`src/rtl/spi_slave_pkg.sv`:
```
// Shared constants for the byte-wide SPI slave.
package spi_slave_pkg;

    localparam int BYTE_W    = 8;
    localparam int BIT_CNT_W = 4;

    localparam logic [BIT_CNT_W-1:0] CNT_ONE  = BIT_CNT_W'(1);
    localparam logic [BIT_CNT_W-1:0] CNT_FULL = BIT_CNT_W'(BYTE_W);
    localparam logic [BIT_CNT_W-1:0] CNT_LAST = BIT_CNT_W'(BYTE_W - 1);

    // True while a bit counter still has room for another bit in this byte.
    function automatic logic cnt_open(input logic [BIT_CNT_W-1:0] cnt);
        return cnt < CNT_FULL;
    endfunction

endpackage

```
`src/rtl/spi_slave.sv`:
```
// Byte-wide SPI slave, LSB first, full duplex, clocked directly by SCLK.
// MISO is launched on rising edges, MOSI is captured on falling edges.
module spi_slave
    import spi_slave_pkg::*;
(
    input  logic              SCLK,
    input  logic              reset,
    input  logic              CS,
    input  logic              MOSI,
    output logic              MISO,
    input  logic [BYTE_W-1:0] slaveDataToSend,
    output logic [BYTE_W-1:0] slaveDataReceived
);

    logic [BYTE_W-1:0]    tx_shift;
    logic [BIT_CNT_W-1:0] tx_cnt;
    logic                 armed;

    // The last received bit goes straight into slaveDataReceived, so the
    // receive shifter only needs to hold the first BYTE_W-1 bits.
    logic [BYTE_W-2:0]    rx_shift;
    logic [BIT_CNT_W-1:0] rx_cnt;

    // Rising edge: load while idle, otherwise drive the next LSB onto MISO.
    always_ff @(posedge SCLK) begin
        if (reset) begin
            tx_shift <= '0;
            tx_cnt   <= '0;
            armed    <= 1'b0;
            MISO     <= 1'b0;
        end else if (CS) begin
            tx_shift <= slaveDataToSend;
            tx_cnt   <= '0;
            armed    <= 1'b0;
            MISO     <= 1'b0;
        end else if (cnt_open(tx_cnt)) begin
            MISO     <= tx_shift[0];
            tx_shift <= {1'b0, tx_shift[BYTE_W-1:1]};
            tx_cnt   <= tx_cnt + CNT_ONE;
            armed    <= 1'b1;
        end else begin
            MISO     <= 1'b0;
        end
    end

    // Falling edge: sample MOSI once armed; publish the byte on its last bit.
    // rx_cnt lives in this domain, so the idle clear is applied on the first
    // falling edge that sees armed low (always right after the idle rising edge).
    always_ff @(negedge SCLK) begin
        if (reset) begin
            rx_shift          <= '0;
            rx_cnt            <= '0;
            slaveDataReceived <= '0;
        end else if (!armed) begin
            rx_cnt <= '0;
        end else if (!CS && cnt_open(rx_cnt)) begin
            rx_shift <= {MOSI, rx_shift[BYTE_W-2:1]};
            rx_cnt   <= rx_cnt + CNT_ONE;
            if (rx_cnt == CNT_LAST) begin
                slaveDataReceived <= {MOSI, rx_shift};
            end
        end
    end

endmodule

```
`config.mk`:
```
export PLATFORM = sky130hd
export DESIGN_NAME = spi_slave
export DESIGN_NICKNAME = d
export VERILOG_FILES = /design/src/rtl/spi_slave_pkg.sv /design/src/rtl/spi_slave.sv
export SDC_FILE = /design/constraint.sdc
export NUM_CORES = 1
export LEC_CHECK = 0
export ABC_AREA = 1
export CAP_MARGIN = 20
export CORE_MARGIN = 2
export CORE_UTILIZATION = 60
export CTS_CLUSTER_SIZE = 28
export DETAILED_ROUTE_END_ITERATION = 7
export DONT_BUFFER_PORTS = 1
export PLACE_DENSITY = 0.87
export REMOVE_ABC_BUFFERS = 1
export SLEW_MARGIN = 10
export SYNTH_ARGS = -nofsm -noshare
export SYNTH_HDL_FRONTEND = slang
export SYNTH_SLANG_ARGS = --single-unit
```
`constraint.sdc`:
```
create_clock -name SCLK -period 2.53 [get_ports SCLK]
set_input_delay 0.759 -clock SCLK [delete_from_list [all_inputs] [get_ports SCLK]]
set_output_delay 0.759 -clock SCLK [all_outputs]
set_load 0.05 [all_outputs]
```
==> results_dict.tcl, run 1 <==
set metrics [dict create \
    drt_first_pass_iters 4 \
    synth_top_area_frac 0.499 \
    combPwrFrac 0.057 \
    hold_violations 0 \
    power_frac_seq 0.515 \
    syn2layout_area_growth_pct 27.5 \
    cts_made_buffers 5 \
    setup_tns_ps -2770 \
    worstPathMaxFanout 2 \
    seq_area_frac_synth 0.499 \
    drt_wl_total_mm 2.61 \
    switching_share 0.281 \
    leakagePower_nw 0.795 \
    synth.largest_area_cell "dfxtp_1" \
    cts_resized 8 \
    drv_slew 0 \
    critical_path_arrival_ps 2130 \
    synth_cell_types 21 \
    fillers 133 \
    syn_inst 173 \
    hold_buffers 0 \
    chipHeight_um 51.0 \
    slowest_delay_ps 340 \
    setup_viol 8 \
    hpwl_mm 1.77 \
    diodes 0 \
    vdd.ir_drop.worst_mv 0.486 \
    syn-cell-area_mm2 0.00132 \
    cts_sinks 33 \
    hold_start "tx_shift[0]" \
    multi_input_area_um2 553 \
    dr_total_vias 1193 \
    ios 21 \
    critical_path.cell_chain "buf_12" \
    rsz0062_at_grt "yes" \
    final_antenna_net_count 0 \
    synth_top_cells_by_count "nand2_1 (35), dfxtp_1 (33), nor2_1 (23)" \
    cp-end-kind "output port" \
    gr-total-overflow 0 \
    synthTopCellsByArea "dfxtp_1 (50%), nand2_1 (9.9%), a21oi_1 (7.9%)" \
    ys_ff_latch 33 \
    worst_pin_slew_ps 486 \
    place.gp.congestion 0.775 \
    final_cells 233 \
    p_int_uw 766 \
    cp-startpoint "slaveDataReceived[4]" \
    fin_skew_ps 51.7 \
    power_density_mw_per_mm2 631 \
    yosys.area_share.simple 0.253 \
    status "finished with violations" \
    yosysMostFrequentCell "nand2_1" \
    synth_top_family_by_area "simple AND/OR/NAND/NOR gates" \
    ys_warn_count 0 \
    hold_ws_ps 464 \
    drive_gt1_frac 0.166 \
    hold_path.class "flop to flop" \
    start_util 0.616 \
    reg2reg_from "armed" \
    ys_async_sr_fraction 0 \
    synth-compound-area-share 0.146 \
    violations "negative setup slack" \
    grt_pass1_vias 1169 \
    clkPwrFrac 0.429 \
    post_cts_buffers 0 \
    fin_ws_ps -360 \
    grt_max_degree 17 \
    finalNetCount 218 \
    dieWidth_um 51.0 \
    crit_type "flop to output port" \
    gr-usage-all-layers 0.243 \
    syn_area_per_cell_um2 7.65 \
    crit_buf_inv 1 \
    grt_antenna_before_repair 0 \
    htreeDepth 2 \
    synth_ff_type "dfxtp_1" \
    drtIter0Drc 25 \
    clkTransAtPathRegs_ps 110 \
    route.detailed.drc 0 \
    power_mw 1.07 \
    cts_buffer_depth 2 \
    drv_cap 0 \
    die-area_mm2 0.00260 \
    vias_per_cell 5.12 \
    dp.cells 207 \
    post_drt_wl_per_cell_um 11.2 \
    crit_path_top_delay_cell "dfxtp_2" \
    synth_edf_count 0 \
    coreArea_mm2 0.00215 \
    cp.required_ps 1770 \
    io_buffers 0 \
    seqCellArea_um2 671 \
    switchingPower_uw 300 \
    synth_mux_area_frac 0 \
    cts_tree "built" \
    row_count 17 \
    cp_top_family "flip-flops" \
    clk_latency_ps 390 \
    synth_xor_area_frac 0 \
    synthAdderAreaFrac 0.0189 \
    grt_pass1_wl_mm 4.73 \
    max_slew_margin 0.676 \
    clk_root_buffer_cell "clkbuf_4" \
    critPathLaunchType "flop" \
]
==> worst min-delay path, cell delays in order (launching register included) <==
cell     delay [ps]
dfxtp_1         330
nand2_1          70
nor2_1           40
==> cells by family after synthesis <==
| family | Yosys count |
|---|---|
| buf+inv | 26 |
| simple gates | 74 |
| compound gates | 38 |
| fa+ha+maj | 2 |
| flops | 33 |
==> state kept, by name (all words and copies together), names as in the netlist <==
name and flops:
MISO 1, tx_shift 8, rx_cnt 4, tx_cnt 4
slaveDataReceived 8, rx_shift 7, armed 1
==> stage by stage <==
| step | utilization | worst slack [ps] | instance area [um^2] |
|---|---|---|---|
| 3_5_place_dp | 0.716 | -220 | 1540 |
| 6_report | 0.786 | -360 | 1690 |
| 3_3_place_gp | 0.716 | -144 | 1540 |
| 5_1_grt | 0.786 | -407 | 1690 |
| 4_1_cts | 0.786 | -381 | 1690 |
| 2_1_floorplan | - | -194 | 1290 |
==> layout by cell type (no fill, tap or decap), types with 3 or more instances in the layout <==
master	netlist	layout
dfxtp_1	33	25
nand3_1	3	3
inv_1	18	36
a21oi_1	21	21
nor2_1	23	23
nand2_1	35	35
clkbuf_4	0	5
o21ai_0	16	16
buf_12	0	10
dfxtp_2	0	8
nor3_1	5	5
==> metal layers <==
metal	routed length [um]	track usage	vias up
met5	0	0	-
met4	5	0.117	0
met3	99	0.0965	2
met2	1370	0.407	33
met1	1140	0.266	544
li1	-	-	614
==> final cells by class <==
class | instances | area share
well taps | 28 | 0.0208
multi-input cells | 114 | 0.328
inverters | 19 | 0.0423
flip-flops and latches | 33 | 0.397
repair buffers | 12 | 0.128
clock inverters | 21 | 0.0474
clock buffers | 6 | 0.0371
==> final timing paths <==
path	end	slack (ps)	cells after the start
worst max-delay path	slaveDataReceived[4]	-360	1
worst min-delay path	MISO	460	2
worst max register to register	rx_shift[5]	240	4
worst min register to register	MISO	460	2
==> power groups by stage <==
stage / Sequential [mW] / Combinational, mW / Clock, mW
after floorplan: 0.556 / 0.0401 / 0.0484
after global placement: 0.557 / 0.0546 / 0.0484
after detailed placement: 0.558 / 0.0583 / 0.0484
after CTS: 0.548 / 0.0596 / 0.469
after global routing: 0.550 / 0.0691 / 0.513
final: 0.549 / 0.0603 / 0.457
Note: power is estimated with default switching activity, not from simulation.
==> inputs of run 2 (changes only) <==
--- a/config.mk
+++ b/config.mk
@@ -8,12 +8,13 @@
 export ABC_AREA = 1
 export CAP_MARGIN = 20
 export CORE_MARGIN = 2
-export CORE_UTILIZATION = 60
+export CORE_UTILIZATION = 55
 export CTS_CLUSTER_SIZE = 28
 export DETAILED_ROUTE_END_ITERATION = 7
 export DONT_BUFFER_PORTS = 1
-export PLACE_DENSITY = 0.87
+export PLACE_DENSITY = 0.81
 export REMOVE_ABC_BUFFERS = 1
+export SKIP_CTS_REPAIR_TIMING = 1
 export SLEW_MARGIN = 10
 export SYNTH_ARGS = -nofsm -noshare
 export SYNTH_HDL_FRONTEND = slang
==> run 2 against run 1 <==
Net effect:
- the flow still finishes with violations (negative setup slack)
- via count is 0.59% higher
- combinational power is 2% lower
- cell area is 1.7% higher
- sequential power hardly changed
- clock power is 21% higher
- setup slack worse by 3.3 ps
- total power is 8.8% higher
- final cell count is 0.43% higher
- first-iteration DRC count is 4.0% lower
- core utilization is 2.4 points lower
- hold slack worse by 2.5 ps
- critical path type unchanged
- critical endpoint is now slaveDataReceived[0]
- highest routed layer unchanged
==> results_dict.tcl, run 2 (synthesized netlist as in run 1, its figures left out) <==
set metrics [dict create \
    cp-end-kind "output port" \
    post_drt_wl_per_cell_um 11.1 \
    finalNetCount 219 \
    grt_pass1_wl_mm 4.42 \
    dp.cells 207 \
    clk_root_buffer_cell "clkbuf_4" \
    diodes 0 \
    final_cell_mix "inv_1 (36), nand2_1 (35), dfxtp_1 (25)" \
    coreArea_mm2 0.00225 \
    worstPathMaxFanout 2 \
    clk_latency_ps 410 \
    top_regs "slaveDataReceived: 8 flops, tx_shift: 8 flops, rx_shift: 7 flops" \
    status "finished with violations" \
    violations "negative setup slack" \
    drt_wl_total_mm 2.60 \
    dr_total_vias 1200 \
    cp_top_family "flip-flops" \
    hpwl_mm 1.84 \
    vdd.ir_drop.worst_mv 0.931 \
    fin_skew_ps 62.0 \
    drtIter0Drc 24 \
    final_cells 234 \
    clkTransAtPathRegs_ps 110 \
    cts_tree "built" \
    place.gp.congestion 0.759 \
    max_slew_margin 0.682 \
    vias_per_cell 5.13 \
    setup_viol 8 \
    critPathLaunchType "flop" \
    cts_buffer_depth 2 \
    drv_slew 0 \
    rsz0062_at_grt "yes" \
    htreeDepth 2 \
    drv_cap 0 \
    power_mw 1.16 \
    gr-total-overflow 0 \
    crit_type "flop to output port" \
    cp.required_ps 1770 \
    row_count 17 \
    fin_ws_ps -363 \
    syn2layout_area_growth_pct 29.7 \
    start_util 0.587 \
    grt_pass1_vias 1197 \
    critical_path.cell_chain "buf_12" \
    power_density_mw_per_mm2 676 \
    grt_antenna_before_repair 0 \
    setup_tns_ps -2840 \
    slowest_delay_ps 340 \
    cts_sinks 33 \
    crit_path_top_delay_cell "dfxtp_4" \
    ios 21 \
    io_buffers 0 \
    drt_first_pass_iters 4 \
    critical_path_arrival_ps 2130 \
    hold_path.class "input port to flop" \
    final_common_cell "inv_1" \
    drive_gt1_frac 0.175 \
    leakagePower_nw 0.810 \
    chipHeight_um 53.1 \
    dieWidth_um 53.1 \
    die-area_mm2 0.00282 \
    gr-usage-all-layers 0.219 \
    rrSetupSlack_ps 320 \
    grt_max_degree 17 \
    hold_violations 0 \
    route.detailed.drc 0 \
    final_antenna_net_count 0 \
    cts_made_buffers 5 \
    worst_pin_slew_ps 476 \
    crit_buf_inv 1 \
]
[run 2: changes by cell type in the layout (fill, tap and decap cells not counted)]
cell        previous run  this run
clkinv_2               1         0
clkbuf_16              1         0
dfxtp_4                0         1
buf_4                  2         3
clkinv_1               1         0
bufinv_8               0         1
bufinv_16              0         1
dfxtp_2                8         7
clkinvlp_2             0         1
[run 2: final timing paths]
kind / start / to / cells after the start
max: slaveDataReceived[0] / slaveDataReceived[0] / 1
min: reset / tx_shift[4] / 1
max reg2reg: armed / rx_shift[2] / 4
min reg2reg: tx_shift[0] / MISO / 2
[run 2: area by class of cell]
type	instances	area, um^2
multi-input combinational	114	553
clock buffer	5	37.5
sequential	33	673
timing repair buffer	13	223
inverter	19	71.3
fill	174	538
tap	28	35.0
clock inverter	22	124
[run 2: worst register-to-register path: stages, from the launching register on]
cell	delay, ps
dfxtp_1	390
nand2_4	90
buf_12	150
o21ai_0	170
a21oi_1	70
[run 2: per-stage QoR]
step	hold slack (ps)	setup slack [ps]	area (um^2)	utilization
finish	461	-363	1720	0.761
global route	441	-414	1720	0.761
CTS	449	-438	1700	0.752
detailed placement	448	-191	1540	0.683
global placement	442	-147	1540	0.683
floorplan	422	-194	1290	-
[run 2: metal layers]
metal,vias to the layer above,track usage,part of all wire
li1,615,-,-
met1,545,0.208,0.40
met2,34,0.377,0.53
met3,6,0.107,0.058
met4,0,0.132,0.018
met5,-,0,0
[run 2: power by group]
part           total, mW  switching [mW]  internal [mW]
sequential         0.548          0.0108          0.537
clock              0.553           0.261          0.292
combinational     0.0589          0.0336         0.0254
